File: config.mk
export PLATFORM = sky130hd
export DESIGN_NAME = mem_bus_arbiter_flat
export DESIGN_NICKNAME = d
export VERILOG_FILES = /design/src/rtl/mem_bus_arbiter_if.sv /design/src/rtl/mem_bus_arbiter.sv /design/src/flat_wrapper.sv
export SDC_FILE = /design/constraint.sdc
export NUM_CORES = 1
export LEC_CHECK = 0
export CORE_UTILIZATION = 30
export DETAILED_ROUTE_END_ITERATION = 6
export PLACE_DENSITY = 0.63
export SETUP_SLACK_MARGIN = 0.15
export SLEW_MARGIN = 20
export SYNTH_ARGS = -nofsm -noshare
export SYNTH_HDL_FRONTEND = slang
export SYNTH_SLANG_ARGS = --single-unit
File: constraint.sdc
create_clock -name clk -period 3.95 [get_ports clk]
set_input_delay 0.9875 -clock clk [delete_from_list [all_inputs] [get_ports clk]]
set_output_delay 0.9875 -clock clk [all_outputs]
set_load 0.05 [all_outputs]
File: src/rtl/mem_bus_arbiter_if.sv
// mem_bus_arbiter_if: pipeline-side requester signals and SRAM-like memory port bundled together
interface mem_bus_arbiter_if #(
    parameter int ADDR_W = 32,
    parameter int DATA_W = 32
);
    logic                  inst_req;
    logic [ADDR_W-1:0]     inst_addr;
    logic [DATA_W-1:0]     inst_rdata;
    logic                  inst_valid;
    logic                  inst_busy;
    logic                  data_req;
    logic                  data_wr;
    logic [DATA_W/8-1:0]   data_wstrb;
    logic [ADDR_W-1:0]     data_addr;
    logic [DATA_W-1:0]     data_wdata;
    logic [DATA_W-1:0]     data_rdata;
    logic                  data_valid;
    logic                  data_busy;
    logic                  mem_req;
    logic                  mem_wr;
    logic [DATA_W/8-1:0]   mem_wstrb;
    logic [ADDR_W-1:0]     mem_addr;
    logic [DATA_W-1:0]     mem_wdata;
    logic                  mem_addr_ok;
    logic                  mem_data_ok;
    logic [DATA_W-1:0]     mem_rdata;

    modport master (
        input  inst_req, inst_addr, data_req, data_wr, data_wstrb, data_addr, data_wdata,
               mem_addr_ok, mem_data_ok, mem_rdata,
        output inst_rdata, inst_valid, inst_busy, data_rdata, data_valid, data_busy,
               mem_req, mem_wr, mem_wstrb, mem_addr, mem_wdata
    );

    modport slave (
        output inst_req, inst_addr, data_req, data_wr, data_wstrb, data_addr, data_wdata,
               mem_addr_ok, mem_data_ok, mem_rdata,
        input  inst_rdata, inst_valid, inst_busy, data_rdata, data_valid, data_busy,
               mem_req, mem_wr, mem_wstrb, mem_addr, mem_wdata
    );
endinterface

File: src/rtl/mem_bus_arbiter.sv
// mem_bus_arbiter: shares one single-outstanding memory port between fetch and load/store; ARB_FAIR_EN adds fetch anti-starvation
module mem_bus_arbiter #(
    parameter int ADDR_W     = 32,
    parameter int DATA_W     = 32,
    parameter int FAIR_LIMIT = 4
) (
    input  logic           clk,
    input  logic           rst,
    mem_bus_arbiter_if.master bus
);
    typedef enum logic [2:0] {IDLE, I_ADDR, I_DATA, D_ADDR, D_DATA, DONE} state_t;

    state_t                r_state;
    logic                  r_mem_req;
    logic                  r_mem_wr;
    logic [DATA_W/8-1:0]   r_mem_wstrb;
    logic [ADDR_W-1:0]     r_mem_addr;
    logic [DATA_W-1:0]     r_mem_wdata;
    logic [DATA_W-1:0]     r_inst_rdata;
    logic [DATA_W-1:0]     r_data_rdata;
    logic                  r_inst_valid;
    logic                  r_data_valid;
    logic                  w_fair_hit;
    logic                  w_grant_d;
    logic                  w_grant_i;
    logic                  w_is_d;
    logic                  w_in_addr;
    logic                  w_fin;

`ifdef ARB_FAIR_EN
    localparam int CW = $clog2(FAIR_LIMIT) + 1;
    logic [CW-1:0] r_fair;

    assign w_fair_hit = (r_fair == CW'(FAIR_LIMIT));

    // count data grants that made a waiting fetch wait; any fetch grant clears it
    always_ff @(posedge clk or negedge rst) begin
        if (!rst)
            r_fair <= '0;
        else if (r_state == IDLE)
            r_fair <= w_grant_i ? '0 : (w_grant_d && bus.inst_req) ? r_fair + 1'b1 : r_fair;
    end
`else
    logic w_unused_fair;
    assign w_unused_fair = (FAIR_LIMIT > 0);
    assign w_fair_hit    = 1'b0;
`endif

    assign w_grant_d = bus.data_req & ~(bus.inst_req & w_fair_hit);
    assign w_grant_i = bus.inst_req & ~w_grant_d;
    assign w_is_d    = (r_state == D_ADDR) || (r_state == D_DATA);
    assign w_in_addr = (r_state == I_ADDR) || (r_state == D_ADDR);
    assign w_fin     = (w_in_addr & bus.mem_addr_ok & bus.mem_data_ok) |
                       (((r_state == I_DATA) || (r_state == D_DATA)) & bus.mem_data_ok);

    // arbitration FSM with registered memory request fields, completion pulses and read data
    always_ff @(posedge clk or negedge rst) begin
        if (!rst) begin
            r_state      <= IDLE;
            r_mem_req    <= 1'b0;
            r_mem_wr     <= 1'b0;
            r_mem_wstrb  <= '0;
            r_mem_addr   <= '0;
            r_mem_wdata  <= '0;
            r_inst_rdata <= '0;
            r_data_rdata <= '0;
            r_inst_valid <= 1'b0;
            r_data_valid <= 1'b0;
        end else begin
            r_inst_valid <= 1'b0;
            r_data_valid <= 1'b0;
            case (r_state)
                IDLE: begin
                    if (w_grant_d) begin
                        r_state     <= D_ADDR;
                        r_mem_req   <= 1'b1;
                        r_mem_wr    <= bus.data_wr;
                        r_mem_wstrb <= bus.data_wr ? bus.data_wstrb : '0;
                        r_mem_addr  <= bus.data_addr;
                        r_mem_wdata <= bus.data_wdata;
                    end else if (w_grant_i) begin
                        r_state     <= I_ADDR;
                        r_mem_req   <= 1'b1;
                        r_mem_wr    <= 1'b0;
                        r_mem_wstrb <= '0;
                        r_mem_addr  <= bus.inst_addr;
                        r_mem_wdata <= '0;
                    end
                end
                I_ADDR, D_ADDR: begin
                    if (bus.mem_addr_ok) begin
                        r_mem_req <= 1'b0;
                        r_state   <= bus.mem_data_ok ? DONE : (w_is_d ? D_DATA : I_DATA);
                    end
                end
                I_DATA, D_DATA: begin
                    if (bus.mem_data_ok)
                        r_state <= DONE;
                end
                default: r_state <= IDLE;
            endcase
            if (w_fin) begin
                if (w_is_d) begin
                    r_data_valid <= 1'b1;
                    if (!r_mem_wr)
                        r_data_rdata <= bus.mem_rdata;
                end else begin
                    r_inst_valid <= 1'b1;
                    r_inst_rdata <= bus.mem_rdata;
                end
            end
        end
    end

    assign bus.mem_req    = r_mem_req;
    assign bus.mem_wr     = r_mem_wr;
    assign bus.mem_wstrb  = r_mem_wstrb;
    assign bus.mem_addr   = r_mem_addr;
    assign bus.mem_wdata  = r_mem_wdata;
    assign bus.inst_rdata = r_inst_rdata;
    assign bus.data_rdata = r_data_rdata;
    assign bus.inst_valid = r_inst_valid;
    assign bus.data_valid = r_data_valid;
    assign bus.inst_busy  = bus.inst_req & ~r_inst_valid;
    assign bus.data_busy  = bus.data_req & ~r_data_valid;
endmodule

File: src/flat_wrapper.sv
// flat-port wrapper written by rule: the top's interface ports become plain ports
module mem_bus_arbiter_flat 
#(
    parameter int ADDR_W     = 32,
    parameter int DATA_W     = 32,
    parameter int FAIR_LIMIT = 4
)
  (clk, rst, bus_inst_req, bus_inst_addr, bus_data_req, bus_data_wr, bus_data_wstrb, bus_data_addr, bus_data_wdata, bus_mem_addr_ok, bus_mem_data_ok, bus_mem_rdata, bus_inst_rdata, bus_inst_valid, bus_inst_busy, bus_data_rdata, bus_data_valid, bus_data_busy, bus_mem_req, bus_mem_wr, bus_mem_wstrb, bus_mem_addr, bus_mem_wdata);
  mem_bus_arbiter_if #(.ADDR_W(ADDR_W), .DATA_W(DATA_W)) bus_i ();
  input  logic clk;
  input  logic rst;
  input wire logic [$bits(bus_i.inst_req)-1:0] bus_inst_req;
  input wire logic [$bits(bus_i.inst_addr)-1:0] bus_inst_addr;
  input wire logic [$bits(bus_i.data_req)-1:0] bus_data_req;
  input wire logic [$bits(bus_i.data_wr)-1:0] bus_data_wr;
  input wire logic [$bits(bus_i.data_wstrb)-1:0] bus_data_wstrb;
  input wire logic [$bits(bus_i.data_addr)-1:0] bus_data_addr;
  input wire logic [$bits(bus_i.data_wdata)-1:0] bus_data_wdata;
  input wire logic [$bits(bus_i.mem_addr_ok)-1:0] bus_mem_addr_ok;
  input wire logic [$bits(bus_i.mem_data_ok)-1:0] bus_mem_data_ok;
  input wire logic [$bits(bus_i.mem_rdata)-1:0] bus_mem_rdata;
  output wire logic [$bits(bus_i.inst_rdata)-1:0] bus_inst_rdata;
  output wire logic [$bits(bus_i.inst_valid)-1:0] bus_inst_valid;
  output wire logic [$bits(bus_i.inst_busy)-1:0] bus_inst_busy;
  output wire logic [$bits(bus_i.data_rdata)-1:0] bus_data_rdata;
  output wire logic [$bits(bus_i.data_valid)-1:0] bus_data_valid;
  output wire logic [$bits(bus_i.data_busy)-1:0] bus_data_busy;
  output wire logic [$bits(bus_i.mem_req)-1:0] bus_mem_req;
  output wire logic [$bits(bus_i.mem_wr)-1:0] bus_mem_wr;
  output wire logic [$bits(bus_i.mem_wstrb)-1:0] bus_mem_wstrb;
  output wire logic [$bits(bus_i.mem_addr)-1:0] bus_mem_addr;
  output wire logic [$bits(bus_i.mem_wdata)-1:0] bus_mem_wdata;
  assign bus_i.inst_req = bus_inst_req;
  assign bus_i.inst_addr = bus_inst_addr;
  assign bus_i.data_req = bus_data_req;
  assign bus_i.data_wr = bus_data_wr;
  assign bus_i.data_wstrb = bus_data_wstrb;
  assign bus_i.data_addr = bus_data_addr;
  assign bus_i.data_wdata = bus_data_wdata;
  assign bus_i.mem_addr_ok = bus_mem_addr_ok;
  assign bus_i.mem_data_ok = bus_mem_data_ok;
  assign bus_i.mem_rdata = bus_mem_rdata;
  assign bus_inst_rdata = bus_i.inst_rdata;
  assign bus_inst_valid = bus_i.inst_valid;
  assign bus_inst_busy = bus_i.inst_busy;
  assign bus_data_rdata = bus_i.data_rdata;
  assign bus_data_valid = bus_i.data_valid;
  assign bus_data_busy = bus_i.data_busy;
  assign bus_mem_req = bus_i.mem_req;
  assign bus_mem_wr = bus_i.mem_wr;
  assign bus_mem_wstrb = bus_i.mem_wstrb;
  assign bus_mem_addr = bus_i.mem_addr;
  assign bus_mem_wdata = bus_i.mem_wdata;
  mem_bus_arbiter #(.ADDR_W(ADDR_W), .DATA_W(DATA_W), .FAIR_LIMIT(FAIR_LIMIT)) u_core (.clk(clk), .rst(rst), .bus(bus_i));
endmodule
==> results of run 1 <==
## power by group through the flow
| stage | Clock (mW) | Sequential (mW) | Combinational, mW |
|---|---|---|---|
| after floorplan | 0 | 4.78 | 1.12 |
| after global placement | 0 | 2.50 | 5.17 |
| after detailed placement | 0 | 2.54 | 5.22 |
| after CTS | 1.86 | 2.52 | 5.23 |
| after global routing | 1.93 | 2.61 | 5.38 |
| final | 1.81 | 2.51 | 5.18 |
## cell families (layout without fill, tap and decap cells)
family,count (synthesis),after routing,share of synthesized area [%]
buf+inv,24,316,2.50
mux,129,129,25.9
flops,139,139,62.0
compound gates,49,49,7.63
simple gates,15,15,1.94
## worst reg2reg max path, stage by stage, from the launching register on
cell and delay (ps):
dfrtp_1 610, or3b_4 470, a211oi_4 210, buf_4 440, mux2_2 410
## through the flow
stage	cell area (um2)	hold WS [ps]	power, mW	setup slack, ps	utilization [%]
after floorplan	5610	532	5.90	717	-
after global placement	8630	473	7.66	540	47.6
after detailed placement	8630	485	7.75	531	47.6
after CTS	9300	499	9.62	524	51.2
after global routing	9300	513	9.92	514	51.2
final	9300	490	9.50	531	51.2
## path summary, 6_finish.rpt
check,from,end,cells after the start
worst max-delay path,bus_inst_req,bus_inst_busy,3
worst min-delay path,u_core.bus.mem_req,u_core.bus.mem_req,1
worst max register to register,u_core.r_state[2],u_core.bus.data_rdata[24],4
worst min register to register,u_core.bus.mem_req,u_core.bus.mem_req,1
max in group asynchronous,rst,u_core.bus.mem_wdata[16],2
min in group asynchronous,rst,u_core.bus.data_rdata[12],1
## synth_stat cells (2+ instances only)
library cell,instances
a21oi_1,3
a22o_1,33
a32o_1,4
buf_1,2
buf_2,10
buf_4,4
buf_6,3
clkbuf_1,4
dfrtp_1,139
mux2_2,128
nand2_1,2
nand2b_1,2
nor2_1,2
nor2b_1,2
o21ai_0,2
## final cells by class
class / count / area share, %
flip-flops and latches: 139 / 37.4
repair buffers: 284 / 30.6
multi-input cells: 193 / 21.7
clock buffers: 18 / 4.62
well taps: 229 / 3.08
clock inverters: 13 / 2.56
inverters: 1 / 0.0404
## sequential cells by signal (all words and copies together), names as in the netlist, 3 cells and up
register / flops
u_core.bus.inst_rdata: 32
u_core.bus.data_rdata: 32
u_core.r_state: 3
u_core.bus.mem_wstrb: 4
u_core.bus.mem_wdata: 32
u_core.bus.mem_addr: 32
## routing by layer
| layer | share of wire (%) | global-route usage [%] |
|---|---|---|
| met1 | 37 | 17.1 |
| met2 | 53 | 30.0 |
| met3 | 8.7 | 6.56 |
| met4 | 1.2 | 5.09 |
| met5 | 0 | 0 |
==> out/metrics.cfg, run 1 <==
[clocking]
insertion_delay_ps = 410
ctsHoldBuffers = 0
post_cts_resized = 0
cts_tree = built
clkSlewWorstSetupHoldPaths_ps = 60
root_buffer = clkbuf_16
numCtsBuffers = 17
postCtsSetupBuffers = 0
clock_path_buffers = 2
numClockSinks = 139
htreeDepth = 4

[worst_setup_path]
critical_path.slowest_cell = clkdlybuf4s50_1
cpMostUsedCell = clkdlybuf4s50_1
worstSetupEndpointType = primary output
rrSetupSlack_ps = 1690
cp_top_family = buffers and inverters
critPathBufInv = 2
arrival_ps = 2430
critPathMaxFanout = 2
crit_required_ps = 2960
crit_chain = clkdlybuf4s50_1, nor2b_1, clkdlybuf4s50_1
slowest_delay_ps = 810
crit_type = in -> out
critPathLaunchType = primary input

[timing]
report.final.slew_viol_count = 0
rsz0062_at_grt = no
relSlewSlack_pct = 48.1
tightest_slew_ps = 778
setup_viol = 0
period_share_pct = 86.6
tns_ps = 0
hold_viol_final = 0
max_freq_ghz = 0.292
period_needed_ps = 3420
finalClockSkew_ps = 8.67

[routing]
first_iter_violations = 169
detail-route-antenna-nets = 0
vias = 4066
avgRoutedWirePerCell_um = 17.3
wl_um = 15100
drc = 18
drt-pass1-iter-count = 6
post_drt_via_cell_ratio = 4.64

[die]
fp.dieW_um = 139
rows = 49
core-area_um2 = 18100
die-area_um2 = 19200
dieHeight_um = 139
ios = 277
initial_core_util_pct = 30.9

[finish]
ff_latch_area_um2 = 3480
n_fill_cell = 1564
layout_commonest_cell = clkdlybuf4s50_1
drive_above_1_share_pct = 26.7
diodes = 0
layout_common_cells = 274 x clkdlybuf4s50_1, 139 x dfrtp_1, 128 x mux2_2
instances_no_fill = 877
area_delta_synth_final_pct = 65.8
final_nets = 775
multiInputGateArea_um2 = 2010

[global_routing]
grt_max_degree = 84
antenna_found_initial = 0
track_usage_pct = 16.4
grt_pass1_vias = 4555
gr-total-overflow = 0
grt_first_pass_wirelength_um = 24400

[placement]
placement.io_buffers = 276
gp_congestion = 0.759
placed_cells = 846
hpwlAfterDp_um = 10700

[logic_synthesis]
syn_nets = 495
synth_top_area_share_pct = 62.0
synth_area_leader_cell = dfrtp_1
synthTopCellsByArea = dfrtp_1 62%, mux2_2 26%, a22o_1 5.2%, buf_2 0.89%, a32o_1 0.71%
synth_area_um2 = 5610
async_reset_ff_share_pct = 100
avgSynthCellArea_um2 = 15.8
ys_types = 31
synth_edf_count = 0
ys_warn_count = 0
dominantRegCellSynth = dfrtp_1
netlist_instances = 356
ys_ff_latch = 139
yosysSeqAreaShare_pct = 62.0

[run_status]
status = complete, but fails checks
violations = DRC

[power]
p_int_mw = 5.25
peakVddDrop_mv = 0.615
clockPowerShare_pct = 19.0
p_seq_share_pct = 26.5
switchingPower_mw = 4.24
comb_power_share_pct = 54.5
leakagePower_nw = 3.83
powerDensity_nw_per_um2 = 1020
netSwitchingFraction_pct = 44.7

[worst_hold_path]
min_path_type = reg -> reg

[job]
maxCapViolations = 0

Note: power is estimated with default switching activity, not from simulation.
==> inputs of run 2 (changes only) <==
Settings changed: CORE_UTILIZATION 30 to 44, PLACE_DENSITY 0.63 to 0.86.
==> run 2 against run 1 <==
Compared with the run above: the flow now finishes without violations; register-to-register slack better by 20 ps; clock skew shrank 1.8 ps; final cell count down 6.7%; non-clock buffer count rose by 1; maximum frequency fell by 2.3%; sequential share of layout area increased by 0.67 points; design area decreased by 1.7%.
==> out/metrics.cfg, run 2 (synthesis gave the netlist of run 1 again) <==
[run_status]
status = finished clean

[die]
core-area_um2 = 12200
initial_core_util_pct = 45.9
rows = 40
die-area_um2 = 13200
dieHeight_um = 115
ios = 277
fp.dieW_um = 115

[placement]
placement.io_buffers = 276
placed_area_um2 = 8550
placed_cells = 786
hpwlAfterDp_um = 10800
gp_congestion = 0.798

[global_routing]
grt_pass1_vias = 4512
grt_max_degree = 79
gr-total-overflow = 0
track_usage_pct = 24.3
antenna_found_initial = 0
grt_first_pass_wirelength_um = 23900

[worst_setup_path]
critPathLaunchType = primary input
critical_path.slowest_cell = clkdlybuf4s50_1
crit_chain = clkdlybuf4s50_1, nor2b_1, clkdlybuf4s50_1
arrival_ps = 2510
cp_top_family = buffers and inverters
crit_required_ps = 2960
critPathMaxFanout = 2
worstSetupEndpointType = primary output
cpMostUsedCell = clkdlybuf4s50_1
critPathBufInv = 2
crit_type = in -> out
slowest_delay_ps = 850

[clocking]
numCtsBuffers = 17
root_buffer = clkbuf_16
insertion_delay_ps = 420
clkSlewWorstSetupHoldPaths_ps = 60
post_cts_resized = 0
clock_path_buffers = 2
numClockSinks = 139
htreeDepth = 4
cts_tree = built
postCtsSetupBuffers = 0
ctsHoldBuffers = 0

[routing]
first_iter_violations = 157
avgRoutedWirePerCell_um = 18.7
drt-pass1-iter-count = 4
wl_um = 15300
vias = 4110
detail-route-antenna-nets = 0
post_drt_via_cell_ratio = 5.02
drc = 0

[timing]
setup_viol = 0
rsz0062_at_grt = no
tightest_slew_ps = 720
tns_ps = 0
hold_viol_final = 0
relSlewSlack_pct = 52.0
period_share_pct = 88.6
report.final.slew_viol_count = 0
max_freq_ghz = 0.286
period_needed_ps = 3500
finalClockSkew_ps = 6.89
whs_ps = 496

[finish]
final_nets = 776
instances_no_fill = 818
area_delta_synth_final_pct = 62.9
diodes = 0
fin_area_um2 = 9130
layout_common_cells = 274 x clkdlybuf4s50_1, 139 x dfrtp_1, 128 x mux2_2
drive_above_1_share_pct = 26.9
final_core_util_pct = 74.8
layout_commonest_cell = clkdlybuf4s50_1

[power]
switchingPower_mw = 4.28
netSwitchingFraction_pct = 46.0
p_seq_share_pct = 27.2
clockPowerShare_pct = 16.8
p_int_mw = 5.01
powerDensity_nw_per_um2 = 1020
leakagePower_nw = 3.78
peakVddDrop_mv = 0.754
comb_power_share_pct = 56.0

[job]
maxCapViolations = 0

[worst_hold_path]
min_path_type = reg -> reg

[run 2: metal layers]
metal	up-vias	track usage, %	part of all wire, %
met5	-	0	0
met4	0	7.45	1.4
met3	18	11.8	10
met2	171	43.4	52
met1	2046	25.2	36
li1	1875	-	-
[run 2: final timing paths]
kind	from	endpoint	slack, ps	depth (start not counted)
min in group asynchronous	rst	u_core.bus.data_rdata[11]	590	1
max in group asynchronous	rst	u_core.bus.inst_rdata[28]	2450	2
hold reg to reg	u_core.bus.mem_req	u_core.bus.mem_req	500	1
setup / recovery	bus_inst_req	bus_inst_busy	450	3
hold / removal	u_core.bus.mem_req	u_core.bus.mem_req	500	1
setup reg to reg	u_core.r_state[2]	u_core.bus.data_rdata[7]	1710	4
[run 2: layout make-up]
cell class,instances,area [um2]
clock buffers,19,443
clock inverters,13,143
fillers,811,3080
inverters,1,3.75
multi-input cells,193,2010
flip-flops and latches,139,3480
well taps,168,210
repair buffers,285,2840
[run 2: power by group through the flow]
stage	sequential (mW)	combinational, mW	clock (mW)
global route	2.61	5.39	1.66
CTS	2.53	5.24	1.60
floorplan	4.78	1.12	0
finish	2.53	5.20	1.56
detailed placement	2.54	5.21	0
global placement	2.49	5.13	0
[run 2: per-stage QoR]
| step | total power [mW] | setup slack (ps) |
|---|---|---|
| finish | 9.29 | 451 |
| global route | 9.67 | 429 |
| CTS | 9.37 | 450 |
| detailed placement | 7.74 | 470 |
| global placement | 7.62 | 466 |
| floorplan | 5.90 | 717 |
